`config.mk`:
```
export PLATFORM = sky130hd
export DESIGN_NAME = alu_operand_entry
export DESIGN_NICKNAME = d
export VERILOG_FILES = /design/src/rtl/alu_entry_pkg.sv /design/src/rtl/bcd_accumulate.sv /design/src/rtl/alu_operand_entry.sv
export SDC_FILE = /design/constraint.sdc
export NUM_CORES = 1
export LEC_CHECK = 0
export ABC_AREA = 1
export ABC_CLOCK_PERIOD_IN_PS = 3000
export CAP_MARGIN = 20
export CORE_UTILIZATION = 44
export DETAILED_ROUTE_END_ITERATION = 12
export HOLD_SLACK_MARGIN = 0.02
export PLACE_DENSITY = 0.72
export SYNTH_ARGS = -nofsm -noshare
export SYNTH_HDL_FRONTEND = slang
export SYNTH_SLANG_ARGS = --single-unit
```
`constraint.sdc`:
```
create_clock -name clk -period 3 [get_ports clk]
set_clock_uncertainty 0.1 [all_clocks]
set_input_delay 0.6 -clock clk [delete_from_list [all_inputs] [get_ports clk]]
set_output_delay 0.6 -clock clk [all_outputs]
set_load 0.005 [all_outputs]
```
`src/rtl/alu_entry_pkg.sv`:
```
// Shared definitions for the ALU keypad operand-entry front-end:
// key codes, entry states and default sizing.
package alu_entry_pkg;

  localparam int unsigned DEF_DATA_W     = 8;
  localparam int unsigned DEF_MAX_DIGITS = 3;

  localparam logic [3:0] KEY_ENTER = 4'hA;
  localparam logic [3:0] KEY_CLEAR = 4'hB;

  // Encoding is driven straight onto entry_field for the display path.
  typedef enum logic [1:0] {
    ENT_A  = 2'd0,
    ENT_B  = 2'd1,
    ENT_OP = 2'd2,
    READY  = 2'd3
  } entry_state_t;

endpackage

```
`src/rtl/bcd_accumulate.sv`:
```
// Decimal digit accumulation step: nxt = acc*10 + digit, with an overflow
// flag when the result no longer fits in DATA_W bits.
module bcd_accumulate #(
  parameter int unsigned DATA_W = 8
) (
  input  logic [DATA_W-1:0] acc,
  input  logic [3:0]        digit,
  output logic [DATA_W-1:0] nxt,
  output logic              ovf
);

  localparam int unsigned SUM_W = DATA_W + 4;

  logic [SUM_W-1:0] sum;

  // 10*(2^DATA_W-1)+9 always fits in DATA_W+4 bits.
  always_comb begin
    sum = SUM_W'(acc) * SUM_W'(10) + SUM_W'(digit);
    nxt = sum[DATA_W-1:0];
    ovf = |sum[SUM_W-1:DATA_W];
  end

endmodule

```
`src/rtl/alu_operand_entry.sv`:
```
// Keypad front-end for the ALU: assembles operand A, operand B and the
// operation selector from decimal keystrokes and offers them via valid/ready.
module alu_operand_entry
  import alu_entry_pkg::*;
#(
  parameter int unsigned DATA_W     = DEF_DATA_W,
  parameter int unsigned MAX_DIGITS = DEF_MAX_DIGITS
) (
  input  logic              clk,
  input  logic              rst_n,
  input  logic              key_valid,
  input  logic [3:0]        key_code,
  input  logic              op_ready,
  output logic [DATA_W-1:0] op_a,
  output logic [DATA_W-1:0] op_b,
  output logic [2:0]        op_sel,
  output logic              op_valid,
  output logic [DATA_W-1:0] entry_val,
  output logic [1:0]        entry_field,
  output logic              entry_err
);

  localparam int unsigned CNT_W = $clog2(MAX_DIGITS + 1);

  entry_state_t      state;
  entry_state_t      state_nxt;
  logic [CNT_W-1:0]  cnt;
  logic [CNT_W-1:0]  cnt_nxt;
  logic [DATA_W-1:0] acc_nxt;
  logic [DATA_W-1:0] op_a_nxt;
  logic [DATA_W-1:0] op_b_nxt;
  logic [2:0]        op_sel_nxt;
  logic              op_valid_nxt;
  logic              err_nxt;
  logic [DATA_W-1:0] bcd_nxt;
  logic              bcd_ovf;
  logic              key_digit;
  logic              key_enter;
  logic              key_clear;

  assign key_digit = key_valid && (key_code <= 4'd9);
  assign key_enter = key_valid && (key_code == KEY_ENTER);
  assign key_clear = key_valid && (key_code == KEY_CLEAR);

  assign entry_field = 2'(state);

  bcd_accumulate #(
    .DATA_W (DATA_W)
  ) u_bcd_accumulate (
    .acc   (entry_val),
    .digit (key_code),
    .nxt   (bcd_nxt),
    .ovf   (bcd_ovf)
  );

  // State register
  always_ff @(posedge clk or negedge rst_n) begin
    if (!rst_n) begin
      state <= ENT_A;
    end else begin
      state <= state_nxt;
    end
  end

  // Next-state logic; CLEAR overrides everything, including a READY transfer
  always_comb begin
    state_nxt = state;
    if (key_clear) begin
      state_nxt = ENT_A;
    end else begin
      case (state)
        ENT_A:   if (key_enter) state_nxt = ENT_B;
        ENT_B:   if (key_enter) state_nxt = ENT_OP;
        ENT_OP:  if (key_enter && (cnt != '0)) state_nxt = READY;
        READY:   if (op_ready) state_nxt = ENT_A;
        default: state_nxt = ENT_A;
      endcase
    end
  end

  // Datapath / output next values
  always_comb begin
    acc_nxt      = entry_val;
    cnt_nxt      = cnt;
    op_a_nxt     = op_a;
    op_b_nxt     = op_b;
    op_sel_nxt   = op_sel;
    op_valid_nxt = op_valid;
    err_nxt      = 1'b0;
    if (key_clear) begin
      acc_nxt      = '0;
      cnt_nxt      = '0;
      op_valid_nxt = 1'b0;
    end else begin
      case (state)
        ENT_A, ENT_B: begin
          if (key_digit) begin
            if ((cnt == CNT_W'(MAX_DIGITS)) || bcd_ovf) begin
              err_nxt = 1'b1;
            end else begin
              acc_nxt = bcd_nxt;
              cnt_nxt = cnt + CNT_W'(1);
            end
          end else if (key_enter) begin
            if (state == ENT_A) begin
              op_a_nxt = entry_val;
            end else begin
              op_b_nxt = entry_val;
            end
            acc_nxt = '0;
            cnt_nxt = '0;
          end
        end
        ENT_OP: begin
          if (key_digit) begin
            // Only 0-7 name an operation; the last accepted digit wins.
            if (key_code[3]) begin
              err_nxt = 1'b1;
            end else begin
              acc_nxt = DATA_W'(key_code[2:0]);
              cnt_nxt = CNT_W'(1);
            end
          end else if (key_enter) begin
            if (cnt == '0) begin
              err_nxt = 1'b1;
            end else begin
              op_sel_nxt   = entry_val[2:0];
              acc_nxt      = '0;
              cnt_nxt      = '0;
              op_valid_nxt = 1'b1;
            end
          end
        end
        READY: begin
          if (key_digit || key_enter) begin
            err_nxt = 1'b1;
          end
          if (op_ready) begin
            op_valid_nxt = 1'b0;
          end
        end
        default: begin
          acc_nxt = '0;
          cnt_nxt = '0;
        end
      endcase
    end
  end

  // Output and counter registers
  always_ff @(posedge clk or negedge rst_n) begin
    if (!rst_n) begin
      cnt       <= '0;
      entry_val <= '0;
      op_a      <= '0;
      op_b      <= '0;
      op_sel    <= '0;
      op_valid  <= 1'b0;
      entry_err <= 1'b0;
    end else begin
      cnt       <= cnt_nxt;
      entry_val <= acc_nxt;
      op_a      <= op_a_nxt;
      op_b      <= op_b_nxt;
      op_sel    <= op_sel_nxt;
      op_valid  <= op_valid_nxt;
      entry_err <= err_nxt;
    end
  end

endmodule
```
=== Word-level counts from Yosys, hierarchy flattened ===
Index checks and enable logic that the tools add are counted.
W data, S select, Z words.

* Bits in registers: 33
* Input port bits: 8
* Word-level logic and storage cells: 92

* $add $sub $neg: 2
* $mul: 1
* $lt $le $gt $ge: 1
* Equal/unequal tests: 18
* Mux-type cells: 39
* Bitwise logic cells: 4
* Reductions and logical operators: 19

{| class="wikitable"
|+ Operators with widths
! cell !! count
|-
| $mux W8 || 8
|-
| $mux W2 || 13
|-
| $ne A3 B3 Y1 const B || 7
|-
| $ne A4 B4 Y1 const B || 5
|-
| $reduce_and A5 Y1 || 4
|-
| $pmux W8 S2 || 1
|-
| $mux W1 || 13
|-
| $add A12 B4 Y12 || 1
|-
| $mul A8 B3 Y11 const B || 1
|-
| $eq A4 B4 Y1 const B || 2
|-
| $pmux W2 S4 || 1
|-
| $eq A2 B2 Y1 const B || 3
|-
| $reduce_and A6 Y1 || 1
|-
| $reduce_bool A3 Y1 || 2
|-
| $le A4 B4 Y1 const B || 1
|-
| $logic_and A1 B1 Y1 || 4
|-
| $logic_not A2 Y1 || 2
|-
| $not A1 Y1 || 4
|-
| $pmux W2 S2 || 1
|-
| $reduce_and A4 Y1 || 1
|-
| $reduce_or A4 Y1 || 1
|-
| $pmux W1 S3 || 1
|-
| $add A2 B1 Y2 const B || 1
|-
| $eq A2 B1 Y1 const B || 1
|-
| 4 further kinds || 5
|}

=== Longest topological paths before layout ===
* Depth after elaboration: 8
* Mapped depth: 15
* Depth with buffers taken out: 15

=== Modules after synthesis ===
From an unflattened synthesis, not the netlist that was laid out.

* Cell total of the unflattened synthesis: 292
* Area, all modules: 2219.6 um2

{| class="wikitable"
|+ Modules (own cells, without submodules)
! module !! instances !! cells an instance !! area an instance (um2)
|-
| alu_operand_entry || 1 || 215 || 1686.6
|-
| bcd_accumulate || 1 || 77 || 533.0
|}

=== Worst setup path after synthesis ===
Ideal clock, no wire load.

* Path kind: register to register
* Start point: register entry_val[1]
* End point: register entry_val[0]
* Setup time: 0.117 ns
* Data arrival time: 2.387 ns
* Required time: 2.783 ns
* Path slack: 0.397 ns
* Cell stages (with the launch flop): 15
* Buffers on the path: 1
* Period minus slack after synthesis: 2.603 ns
* Cell sequence: dfrtp_1 > ha_1 > ha_1 > fa_1 > nand2_1 > nand3b_1 > nor2_1 > nand3_1 > nand2_1 > nor2_1 > nand2_1 > nand3_1 > buf_4 > nand3_1 > nand2_1

* Longest elaborated chain between the ends: 6

{| class="wikitable"
|+ RTL lines
! what !! RTL line !! source
|-
| start, declared || alu_operand_entry.sv:18 || <nowiki>output logic [DATA_W-1:0] entry_val,</nowiki>
|-
| start signal, assigned || alu_operand_entry.sv:162 || <nowiki>entry_val <= acc_nxt;</nowiki>
|-
| $mul A8 B3 Y11 || bcd_accumulate.sv:18 || <nowiki>sum = SUM_W'(acc) * SUM_W'(10) + SUM_W'(digit);</nowiki>
|-
| $add A12 B4 Y12 || bcd_accumulate.sv:18 ||
|-
| $reduce_or A4 Y1 || bcd_accumulate.sv:20 || <nowiki>ovf = |sum[SUM_W-1:DATA_W];</nowiki>
|-
| $logic_or A1 B1 Y1 || alu_operand_entry.sv:98 || <nowiki>if ((cnt == CNT_W'(MAX_DIGITS)) || bcd_ovf) begin</nowiki>
|-
| $ne A4 B4 Y1 (no source line) || - ||
|-
| $reduce_and A6 Y1 (no source line) || - ||
|}

No other way between the ends.
A chain may end at the register's enable or synchronous reset.

=== Final worst setup path ===
* Start point: register entry_val[1]
* End point: register entry_val[4]

* Longest elaborated chain between the ends: 6
* Elaborated cells between the ends (all ways): 10
* Classes of those cells: add/sub (1); mul (1); eq/ne (1); mux (4); reduce/logical (3)

{| class="wikitable"
|+ RTL lines
! what !! RTL line
|-
| $mul A8 B3 Y11 * || bcd_accumulate.sv:18
|-
| $add A12 B4 Y12 * || bcd_accumulate.sv:18
|-
| $reduce_or A4 Y1 or $mux W8 (tied branches) || bcd_accumulate.sv:20, alu_operand_entry.sv:98
|-
| $logic_or A1 B1 Y1 or $mux W8 (tied branches) || alu_operand_entry.sv:98, alu_operand_entry.sv:97
|-
| $ne A4 B4 Y1 (no source line) or $pmux W8 S2 (tied branches) || -
|-
| $reduce_and A6 Y1 (no source line) or $mux W8 (tied branches) || -
|}

Every way passes the cells marked *; elsewhere a longest branch is shown, timed or not. The select of a mux whose other input is x is not followed.

==> tab_implementation.tex <==
\begin{tabular}{lr}
\hline
Metric & Value \\
\hline
\multicolumn{2}{l}{\textbf{Routing}} \\
\quad 1st-pass router iterations & 8 \\
\quad Average wire length per cell after detail routing & 12.6 um \\
\quad Sum of routed wire length over all layers & around 4600 um \\
\quad Post-route ant nets & 0 \\
\quad 1st-iter DRT viols & 146 \\
\quad Drc violations & 6 \\
\quad Vias post-DR & between 1500 and 2000 \\
\quad Average via count per standard cell & $\sim$5.2 \\
\multicolumn{2}{l}{\textbf{Critical path}} \\
\quad Cell type with the highest occurrence count on the critical path & nand2\_1 \\
\quad Cell with the biggest individual delay on the critical path & fa\_1 \\
\quad CP startpoint kind & flop \\
\quad Start of the worst register-to-register path & entry\_val[1]\$\_DFFE\_PN0P\_ \\
\quad Worst Setup Path Type & reg -> reg \\
\quad Critical path required time & around 3.1 ns \\
\quad Critical path fanouts, max & 8 \\
\quad Cells along the critical path & ha\_1, ha\_1, fa\_1, nand2\_1, nand3b\_1, nor2\_2, nand3\_1, nand2\_1, nor2\_1, nand2\_1, nand3\_2, buf\_4, nand3\_1, nand2\_1 \\
\quad Worst setup path start & entry\_val[1]\$\_DFFE\_PN0P\_ \\
\quad Largest stage delay on the critical path & between 0.5 and 0.6 ns \\
\quad Worst Path Arrival & approximately 2.8 ns \\
\quad Type of element capturing the critical path & flop \\
\multicolumn{2}{l}{\textbf{Cells and area}} \\
\quad Antenna cells & 0 \\
\quad Share of post-route cells with drive strength above 1 & 0.0921 \\
\quad Final design utilization & 0.602 \\
\quad Layout overhead on the synthesized area & 27.4\% \\
\quad Final Net Count & around 350 \\
\quad Cell Count, Final, Fillers Out & approximately 370 \\
\quad Fin area & 2700 sq um \\
\quad Most used cells in the layout excluding fill and tap cells & nand2\_1 (74), clkdlybuf4s50\_1 (38), dfrtp\_1 (33) \\
\quad Commonest non-fill, non-tap cell in the layout & nand2\_1 \\
\quad Filler Cells Inserted & about 410 \\
\multicolumn{2}{l}{\textbf{Die}} \\
\quad Standard cell core area & between 4000 and 5000 sq um \\
\quad Horizontal die dimension & between 70 and 80 um \\
\quad FP Rows & 24 \\
\quad I/O pin count & 39 \\
\quad Initial Util & 0.473 \\
\quad Die Y-Extent & 71.3 um \\
\quad DIE AREA & 5090 sq um \\
\multicolumn{2}{l}{\textbf{Placement}} \\
\quad Buffers on Ports & 38 \\
\quad Cell Count Post-Placement & $\sim$360 \\
\quad DPL Wire Length & 3570 um \\
\quad Global placer's final weighted congestion & a little over 0.8 \\
\quad Placed Area & 2600 sq um \\
\multicolumn{2}{l}{\textbf{Logic synthesis}} \\
\quad Number of standard cells after synthesis & between 200 and 300 \\
\quad Average size of a mapped cell & $\sim$8.0 sq um \\
\quad Portion of the post-synthesis area used by sequential elements & 0.390 \\
\quad Synthesis Warnings & 0 \\
\quad Post-Syn Area & around 2100 sq um \\
\quad Flip-flop and latch count after synthesis & 33 \\
\quad Total nets after synthesis & roughly 300 \\
\quad Distinct cells, synth & 30 \\
\multicolumn{2}{l}{\textbf{Status}} \\
\quad Failing checks & DRC \\
\quad Result of the run & complete, but fails checks \\
\multicolumn{2}{l}{\textbf{CTS}} \\
\quad Worst-path clk slew & around 0.070 ns \\
\quad Number of buffers created by CTS & 5 \\
\quad H-tree Lvls & 2 \\
\quad Maximum clock insertion buffer count & 2 \\
\quad Number of clock sinks seen by CTS & 33 \\
\quad CTS tree & done \\
\quad Cell at the root of the clock tree & clkbuf\_8 \\
\quad Skew-Pair Late Insertion Delay & 0.28 ns \\
\multicolumn{2}{l}{\textbf{STA}} \\
\quad Total Negative Setup Slacks & 0 ns \\
\quad RSZ-0062 raised after global routing & no \\
\quad Transition time of the tightest slew-check pin & around 0.54 ns \\
\quad Maximum frequency from static timing analysis & between 300 and 400 MHz \\
\quad Number of pins with negative max-slew slack in the final report & 0 \\
\quad Final Hold Fails & 0 \\
\quad Worst slew margin relative to its limit & 0.638 \\
\quad Period Utilization, post-route & 0.924 \\
\quad Tmin final & about 2.8 ns \\
\quad Setup-violating endpoint count in the final report & 0 \\
\multicolumn{2}{l}{\textbf{Min path}} \\
\quad Worst min-delay path startpoint & op\_valid\$\_DFFE\_PN0P\_ \\
\quad Type of the most critical hold path & reg -> reg \\
\multicolumn{2}{l}{\textbf{GRT}} \\
\quad Sum of overflow across all layers after global routing & 0 \\
\quad Total global-route track usage & 0.201 \\
\quad Via count of the first global-routing pass & between 1500 and 2000 \\
\quad Global-route wire length before repair & about 8200 um \\
\quad Maximum number of pins on one net before global-route repair & 34 \\
\quad Number of antenna violations at the first check in global routing & 0 \\
\multicolumn{2}{l}{\textbf{Run}} \\
\quad Count of maximum capacitance violations & 0 \\
\multicolumn{2}{l}{\textbf{Power}} \\
\quad Static Leak & 1.31 nW \\
\quad Areal power density over the cells & around 860 nW/um\^{}2 \\
\quad Highest ir drop seen on vdd & 0.000435 V \\
\hline
\end{tabular}
[power by group]
group	internal [W]	switching, W	total, W	leakage [nW]
registers	0.000576	0.000110	0.000686	0.447
clock network	0.000160	0.000172	0.000332	0.0439
logic	0.000604	0.000699	0.00130	0.822
[layer usage]
layer,vias up,track usage,wire length (um)
met5,-,0,0
met4,0,0.0689,59
met3,8,0.0352,236
met2,62,0.315,2070
met1,880,0.280,2260
li1,971,-,-
[flip-flops by register name, summed over array words and instances (netlist names)]
| signal | cells |
|---|---|
| entry_field | 2 |
| op_valid | 1 |
| entry_err | 1 |
| entry_val | 8 |
| op_b | 8 |
| cnt | 2 |
| op_a | 8 |
| op_sel | 3 |
[layout make-up]
type | count | area (sq um) | share of cell area
clock inverters | 3 | 17.5 | 0.00650
well taps | 52 | 65.1 | 0.0241
flip-flops and latches | 33 | 826 | 0.306
repair buffers | 47 | 448 | 0.166
clock buffers | 5 | 68.8 | 0.0255
inverters | 30 | 113 | 0.0418
multi-input cells | 197 | 1160 | 0.429
[cell usage after synthesis]
master	instances	area share
a211oi_1	1	0.0035
a21oi_1	10	0.024
a21oi_4	2	0.015
a22oi_1	1	0.0035
buf_2	2	0.0047
buf_4	1	0.0035
buf_6	1	0.0053
clkbuf_1	1	0.0018
dfrtp_1	33	0.39
fa_1	2	0.019
ha_1	21	0.12
inv_1	29	0.051
inv_2	1	0.0018
nand2_1	74	0.13
nand2_2	1	0.0030
nand3_1	23	0.054
nand3_2	1	0.0047
nand3b_1	5	0.018
nand4_1	2	0.0059
nand4_4	1	0.010
nor2_1	21	0.037
nor2_2	2	0.0059
nor3_1	2	0.0047
o21ai_0	21	0.050
o21ai_2	1	0.0041
o31ai_1	1	0.0035
or2_1	1	0.0030
or2_4	1	0.0041
xnor2_1	1	0.0041
xor2_1	2	0.0083
[final timing paths]
| path | cells past startpoint | to | slack [ns] |
|---|---|---|---|
| max in group asynchronous | 2 | entry_val[3]$_DFFE_PN0P_ | 1.88 |
| max reg2reg | 14 | entry_val[4]$_DFFE_PN0P_ | 0.23 |
| max | 14 | entry_val[4]$_DFFE_PN0P_ | 0.23 |
| min in group asynchronous | 2 | op_b[5]$_DFFE_PN0P_ | 0.61 |
| min | 2 | op_valid$_DFFE_PN0P_ | 0.38 |
| min reg2reg | 2 | op_valid$_DFFE_PN0P_ | 0.38 |
[repair_timing]
| action | CTS | global route |
|---|---|---|
| buffers inserted | 0 | 0 |
| gates resized for setup | 0 | 3 |
| hold buffers | 0 | 0 |
| setup endpoints to repair | 0 | 10 |
[stage by stage]
| step | hold slack (ns) | worst slack [ns] | total power (W) |
|---|---|---|---|
| after detailed placement | 0.368 | 0.118 | 0.00198 |
| final | 0.384 | 0.229 | 0.00232 |
| after global routing | 0.404 | 0.0704 | 0.00255 |
| after global placement | 0.366 | 0.180 | 0.00195 |
| after CTS | 0.386 | 0.182 | 0.00232 |
| after floorplan | 0.204 | 0.397 | 0.00148 |
[worst max-delay path: cells and delay by family, from the launching register on]
family	cells	cell delay [ns]
buffers and inverters	1	0.20
and+or+nand+nor	10	0.89
adders and majority gates	3	1.07
DFF	1	0.39
[cells by family after synthesis]
kind of cell    after synthesis  share of synthesized area
compound gates               37                      0.103
simple gates                134                      0.282
xor+xnor                      3                     0.0124
flops                        33                      0.390
buf+inv                      35                     0.0686
fa+ha+maj                    23                      0.143
(Power assumes the default switching activity.)
